## src/rtl/inst_fetch_ctrl.sv

```systemverilog
// inst_fetch_ctrl: 4-wide fetch sequencer with circular fetch queue and redirect flush
module inst_fetch_ctrl #(
  parameter int DATA_W = 32,
  parameter int QDEPTH = 8,
  parameter logic [DATA_W-1:0] RESET_PC = '0
) (
  input  logic                        clk,
  input  logic                        rst,
  output logic                        InstMem_Read,
  output logic [DATA_W-1:0]           InstMem_Address,
  input  logic                        InstMem_Ready,
  input  logic [DATA_W-1:0]           inst1_in,
  input  logic [DATA_W-1:0]           inst2_in,
  input  logic [DATA_W-1:0]           inst3_in,
  input  logic [DATA_W-1:0]           inst4_in,
  input  logic                        redirect_valid,
  input  logic [DATA_W-1:0]           redirect_pc,
  output logic                        out_valid1,
  output logic                        out_valid2,
  output logic [DATA_W-1:0]           out_inst1,
  output logic [DATA_W-1:0]           out_inst2,
  output logic [DATA_W-1:0]           out_pc1,
  output logic [DATA_W-1:0]           out_pc2,
  input  logic [1:0]                  deq_cnt,
  output logic [$clog2(QDEPTH):0]     q_count
);
  localparam int AW = $clog2(QDEPTH);
  localparam int CW = AW + 1;
  typedef enum logic [1:0] {IDLE, FETCH, FLUSH} state_t;
  state_t state, state_n;
  logic [DATA_W-1:0] fetch_pc;
  logic [AW-1:0] head, tail, head1;
  logic [DATA_W-1:0] q_inst [QDEPTH];
  logic [DATA_W-1:0] q_pc [QDEPTH];
  logic [DATA_W-1:0] ins [4];
  logic accept;
  logic [1:0] dq, eff;
  assign ins = '{inst1_in, inst2_in, inst3_in, inst4_in};
  assign InstMem_Address = fetch_pc;
  assign InstMem_Read = (state == FETCH) && (q_count <= CW'(QDEPTH - 4));
  assign accept = InstMem_Read && InstMem_Ready && !redirect_valid;
  assign dq = (deq_cnt == 2'd3) ? 2'd2 : deq_cnt;
  // a request larger than the occupancy only happens when q_count < 2
  assign eff = (CW'(dq) > q_count) ? q_count[1:0] : dq;
  assign head1 = head + AW'(1);
  assign out_valid1 = q_count >= CW'(1);
  assign out_valid2 = q_count >= CW'(2);
  assign out_inst1 = out_valid1 ? q_inst[head] : '0;
  assign out_pc1 = out_valid1 ? q_pc[head] : '0;
  assign out_inst2 = out_valid2 ? q_inst[head1] : '0;
  assign out_pc2 = out_valid2 ? q_pc[head1] : '0;
  always_comb begin
    state_n = state;
    state_n = (state == IDLE) ? FETCH : (redirect_valid ? FLUSH : FETCH);
  end
  always_ff @(posedge clk or negedge rst) begin
    if (!rst) begin
      state <= IDLE;
      fetch_pc <= RESET_PC;
      head <= '0;
      tail <= '0;
      q_count <= '0;
    end else begin
      state <= state_n;
      if (redirect_valid) begin
        fetch_pc <= redirect_pc & ~DATA_W'(3);
        head <= '0;
        tail <= '0;
        q_count <= '0;
      end else begin
        if (accept) begin
          fetch_pc <= fetch_pc + DATA_W'(16);
          tail <= tail + AW'(4);
        end
        head <= head + AW'(eff);
        q_count <= q_count + (accept ? CW'(4) : CW'(0)) - CW'(eff);
      end
    end
  end
  always_ff @(posedge clk) begin
    if (accept)
      for (int k = 0; k < 4; k++) begin
        q_inst[tail + AW'(k)] <= ins[k];
        q_pc[tail + AW'(k)] <= fetch_pc + DATA_W'(4 * k);
      end
  end
endmodule

```

## config.mk

```make
export PLATFORM = sky130hd
export DESIGN_NAME = inst_fetch_ctrl
export DESIGN_NICKNAME = d
export VERILOG_FILES = /design/src/rtl/inst_fetch_ctrl.sv
export SDC_FILE = /design/constraint.sdc
export NUM_CORES = 1
export LEC_CHECK = 0
export ABC_CLOCK_PERIOD_IN_PS = 3950
export CORE_MARGIN = 2
export CORE_UTILIZATION = 55
export CTS_CLUSTER_DIAMETER = 50
export DETAILED_ROUTE_END_ITERATION = 10
export GPL_ROUTABILITY_DRIVEN = 0
export PLACE_DENSITY = 0.78
export SLEW_MARGIN = 30
export SYNTH_ARGS = -nofsm -noshare
export SYNTH_HDL_FRONTEND = slang
export SYNTH_SLANG_ARGS = --single-unit
```

## constraint.sdc

```tcl
create_clock -name clk -period 3.95 [get_ports clk]
set_input_delay 0.9875 -clock clk [delete_from_list [all_inputs] [get_ports clk]]
set_output_delay 0.9875 -clock clk [all_outputs]
set_load 0.02 [all_outputs]
```

# Yosys cells after proc, flatten, opt, wreduce, memory -nomap -nowiden

Memories as Yosys holds them, arrays and structs flattened.
Index checks and enable logic that the tools add are counted.

Flip-flop bits (word level): 44
RAM bits: 512
Input port bits: 166
Output and inout port bits: 167
Word-level logic and storage cells: 48
Memories: 2

$add $sub $neg: 12
Order comparisons: 4
Equality and inequality tests: 2
Multiplexer cells: 17
Reductions and logical operators: 6

Memories:

| memory | words | width | rd ports | clocked after Yosys merged registers in | write ports | line | RTL |
|---|---|---|---|---|---|---|---|
| q_inst | 8     | 32    | 2        | 0                                       | 4           | 33   | `logic [DATA_W-1:0] q_inst [QDEPTH];` |
| q_pc   | 8     | 32    | 2        | 0                                       | 4           | 34   | `logic [DATA_W-1:0] q_pc [QDEPTH];` |

Operator list:

| cell                  | number |
|---|---|
| $mux 32               | 6 |
| $add 32x4->32 const B | 2 |
| $add 32x3->32 const B | 1 |
| $add 32x5->32 const B | 1 |
| $mux 3                | 4 |
| $mux 2                | 4 |
| $add 3x1->3 const B   | 2 |
| $add 3x2->3 const B   | 2 |
| $add 4x3->4           | 1 |
| $ge 4x1->1 const B    | 1 |
| $ge 4x2->1 const B    | 1 |
| $gt 2x4->1            | 1 |
| $le 4x3->1 const B    | 1 |
| $mux 4                | 1 |
| $sub 4x2->4           | 1 |
| $add 3x2->3           | 1 |
| $add 3x3->3 const B   | 1 |
| $logic_and 1x1->1     | 3 |
| $eq 2x1->1 const B    | 1 |
| $eq 2x2->1 const B    | 1 |
| $logic_not 2->1       | 1 |
| $mux 1                | 2 |
| $reduce_bool 2->1     | 1 |
| $logic_not 1->1       | 1 |

# Depth between registers and ports, before layout

Depth in word-level cells: 8
Depth in mapped cells: 13
Mapped depth without buffers: 13

# Worst setup path before layout

OpenSTA, ideal clock, no wires.

Kind: input to register
Start point: in InstMem_Ready
End point: mem q_inst[0][0], enable pin
Setup time: 0.416 ns
Data arrival time: 3.264 ns
Data required time: 3.534 ns
Slack: 0.270 ns
Cell stages on the path: 6
Path buffers: 3
Path through: nand4bb_4 -> or4_1 -> buf_2 -> clkbuf_1 -> buf_2 -> inv_1

RTL lines:

| what            | line | RTL |
|---|---|---|
| start, declared | 11   | `input logic InstMem_Ready,` |
| end, declared   | 33   |  |

# Final worst setup path

Start point: reg head[0]
End point: out out_pc2[27]

Longest elaborated chain between the ends: 3

RTL lines:

| what                   | line | RTL |
|---|---|---|
| start, declared        | 32   | `logic [AW-1:0] head, tail, head1;` |
| start signal, assigned | 75   | `head <= head + AW'(eff);` |
| $add 3x1->3            | 45   | `assign head1 = head + AW'(1);` |
| $mem_v2 8x32           | --   |  |
| $mux 32                | 51   | `assign out_pc2 = out_valid2 ? q_pc[head1] : '0;` |
| end, declared          | 23   | `output logic [DATA_W-1:0] out_pc2,` |

No other way between the ends.

==> qor_table.md <==
| Metric | This run | Unit |
| --- | --- | --- |
| Pin count of the biggest net entering global routing | 67 | - |
| Antenna violations before repair | 11 | - |
| Element type at the critical path end | output port | - |
| ANT nets after route | 0 | - |
| Worst relative slew slack | 39.8 | % |
| Height of the die | 238 | µm |
| Number of enable flip-flop cells after synthesis | 496 | - |
| Die footprint | 56800 | µm² |
| TritonCTS clock tree | yes | - |
| Outcome | finished clean | - |
| Unique cell type count in the Yosys netlist | 48 | - |
| Warnings from Yosys | 0 | - |
| Fraction of registers with async set or reset after synthesis | 7.46 | % |
| Count of input and output buffers | 324 | - |
| Die W | 238 | µm |
| Vias in the first global route | 23.0k | - |
| Final cell area excluding filler cells | 36700 | µm² |
| Area of the placeable core | 54000 | µm² |
| Fraction of the yosys area taken by sequential cells | 52.6 | % |
| IO Count | 333 | - |
| Starting Density | 55.9 | % |
| Slowest-stage cell, CP | dfrtp_4 | - |
| DRC violations left | 0 | - |
| Final net count | 2869 | - |
| Clock-pin transition on the worst setup and hold timing paths | 0.06 | ns |
| Worst Setup Start Kind | flip-flop | - |
| Longest individual stage delay on the worst path | 0.55 | ns |
| Row count | 85 | - |
| Worst min path class | in -> async | - |
| Remaining Overflow, GRT | 0 | - |
| Largest driver fanout on the critical path | 21 | - |
| Required time at the worst-slack endpoint | 2.96 | ns |
| Max Clk Rate | 256 | MHz |
| Worst-skew pair later-pin latency | 0.62 | ns |
| Drt total wl | 92.6 | mm |
| Main flop type after synthesis | edfxtp_1 | - |
| # setup viols final | 0 | - |
| Clock sinks | 536 | - |
| Overall track demand over capacity in global routing | 32.7 | % |
| Number of design-rule violations left by the first detailed-router iteration | 2528 | - |
| Pin slew with the least headroom to its limit | 0.903 | ns |
| Maximum level of the CTS H-tree | 2 | - |
| Final Hold Vio Count | 0 | - |
| Peak ir drop on the vdd network | 0.587 | mV |
| WS Path Type | reg -> out | - |
| First-pass GRT wire length | 138 | mm |
| Max-slew violations | 0 | - |
| Cell breakdown of the critical path | ha_4 > buf_16 > buf_4 > mux4_2 > nand2_1 > a21oi_1 > dlygate4sd2_1 | - |
| Final core occ | 68.0 | % |
| Total placed instance area | 34300 | µm² |
| Count of maximum capacitance violations | 0 | - |
| Min cycle time layout | 3.91 | ns |
| Layout area overhead | 21.6 | % |
| Crit path DAT | 2.92 | ns |
| CTS buffer count | 61 | - |
| CTS Root Cell | clkbuf_16 | - |
| TritonRoute pass-1 iters | 5 | - |
| Vias | 22.1k | - |
| Hold buffer count at cts | 0 | - |
| Leak pwr | 0.0129 | µW |
| Sum of net half-perimeters after detailed placement | 57.4 | mm |
| Total standard cell area after synthesis | 30200 | µm² |
| Share of layout cells above drive strength 1 | 19.5 | % |
| Cell Pwr Density | 640 | nW/µm² |
| Post-detailed-route via-to-cell ratio | 6.44 | - |
| Total power after layout | 23500 | µW |
| Deepest clock path buffer count | 3 | - |
| Mapped Avg Cell Area | 12.1 | µm² |
| Post-synthesis register bit count | 536 | - |
| Number of instances in the synthesized netlist | 2495 | - |
| Clock skew after layout | 0.0145 | ns |
| Routed length per placed instance | 27.0 | µm |
| Final clock period utilization by the worst path | 98.9 | % |
==> cells by family after synthesis <==
group	Yosys count	synth area share, %
adder cells (fa/ha/maj)	19	0.837
XOR/XNOR	203	5.88
buffers and inverters	337	4.63
flip-flops	536	52.6
other	1	0.0124
AND/OR/NAND/NOR	984	13.6
multiplexers	314	20.7
AO/OA/AOI/OAI	101	1.72
==> final timing paths <==
kind                                    start             endpoint  slack (ns)  cells after the start
setup / recovery                      head[0]          out_pc2[27]        0.04                      7
min in group clk                     state[1]             state[1]        0.58                      1
hold reg to reg                      state[1]             state[1]        0.58                      1
max in group asynchronous                 rst              head[2]        3.21                      1
hold / removal                            rst  InstMem_Address[22]        0.33                      1
setup reg to reg           InstMem_Address[4]          q_pc[5][30]        0.69                      7
==> synth_stat cells, types with 19 or more instances <==
cell / instances / area (µm²)
buf_2: 77 / 385
nand3_1: 36 / 180
clkbuf_1: 194 / 728
nor3_1: 19 / 95.1
dfrtp_1: 40 / 1000
mux2i_1: 64 / 641
a21oi_1: 62 / 310
o21ai_0: 30 / 150
edfxtp_1: 496 / 14900
xor2_1: 32 / 280
xnor2_1: 171 / 1500
inv_1: 24 / 90.1
buf_1: 29 / 109
nor2_1: 108 / 405
mux4_2: 248 / 5590
nand2_1: 744 / 2790
==> metal layers <==
layer / GRT usage (%) / up-vias / routed length (µm)
li1: - / 9263 / -
met2: 54.9 / 1640 / 45200
met5: 0 / - / 65
met4: 15.1 / 10 / 4080
met3: 6.70 / 313 / 11100
met1: 41.3 / 10900 / 32100
==> area by class of cell <==
type | instances | area, µm²
antenna | 6 | 15.0
clock buffer | 78 | 1710
clock inverter | 35 | 238
fill | 3707 | 17300
inverter | 27 | 106
multi-input combinational | 1627 | 13100
sequential | 536 | 15900
tap | 696 | 871
timing repair buffer | 431 | 4820
==> cells in the final DEF, fill, tap and decap left out, types with 6 or more instances in the layout <==
| cell | instances |
|---|---|
| nor4_1 | 8 |
| inv_1 | 16 |
| nor3_1 | 18 |
| clkdlybuf4s15_1 | 7 |
| mux2i_1 | 57 |
| nand2_1 | 744 |
| dfrtp_1 | 37 |
| nand4_1 | 15 |
| ha_1 | 16 |
| dlymetal6s2s_1 | 28 |
| mux2i_2 | 6 |
| o21ai_0 | 30 |
| xor2_1 | 31 |
| clkbuf_1 | 8 |
| clkinv_1 | 10 |
| or3_1 | 8 |
| xnor2_1 | 170 |
| a21oi_1 | 59 |
| mux4_2 | 248 |
| inv_6 | 8 |
| inv_2 | 8 |
| edfxtp_1 | 496 |
| clkbuf_16 | 66 |
| clkinv_2 | 11 |
| buf_4 | 50 |
| conb_1 | 6 |
| clkbuf_2 | 20 |
| buf_12 | 35 |
| clkdlybuf4s50_1 | 222 |
| nor4_2 | 10 |
| nand3_1 | 36 |
| buf_16 | 11 |
| diode_2 | 6 |
| bufbuf_16 | 6 |
| nor2_2 | 6 |
| clkbuf_8 | 6 |
| nor2_1 | 103 |
| dlygate4sd2_1 | 45 |
==> sequential cells by signal, indices dropped and copies added (netlist names) <==
| name | flops |
|---|---|
| q_inst | 256 |
| q_pc | 240 |
| InstMem_Address | 30 |
| q_count | 4 |
| head | 3 |
| state | 2 |
| tail | 1 |
==> stage by stage <==
step | instances | hold slack [ns] | worst slack, ns | setup TNS, ns
global placement | 3301 | 0.539 | 0.135 | 0
detailed placement | 3301 | 0.559 | 0.130 | 0
CTS | 3426 | 0.490 | -0.201 | -1.95
floorplan | 2500 | 0.523 | 0.270 | 0
finish | 3436 | 0.329 | 0.0417 | 0
global route | 3430 | 0.359 | -0.00232 | -0.00232
==> timing repair <==
action | CTS | global route
hold endpoints to repair | 0 | 0
buffers inserted | 4 | 3
gates resized for setup | 109 | 83
gates cloned | 8 | 2
setup endpoints to repair | 124 | 52
pin swaps | 1 | 1
==> report_power, final <==
group          switching (µW)  internal (µW)  leakage [µW]
Sequential                300           6550       0.00498
Clock                    2340           3140      0.000956
Combinational            6160           5020       0.00700
Total                    8800          14700        0.0129
==> worst max-delay path, delay by kind of cell, from the launching register on <==
| family | cells | cell delay (ns) |
|---|---|---|
| simple gates | 1 | 0.06 |
| buf+inv | 3 | 0.93 |
| flops | 1 | 0.55 |
| mux | 1 | 0.19 |
| compound gates | 1 | 0.17 |
| fa+ha+maj | 1 | 0.39 |
Note: power is estimated with default switching activity, not from simulation.
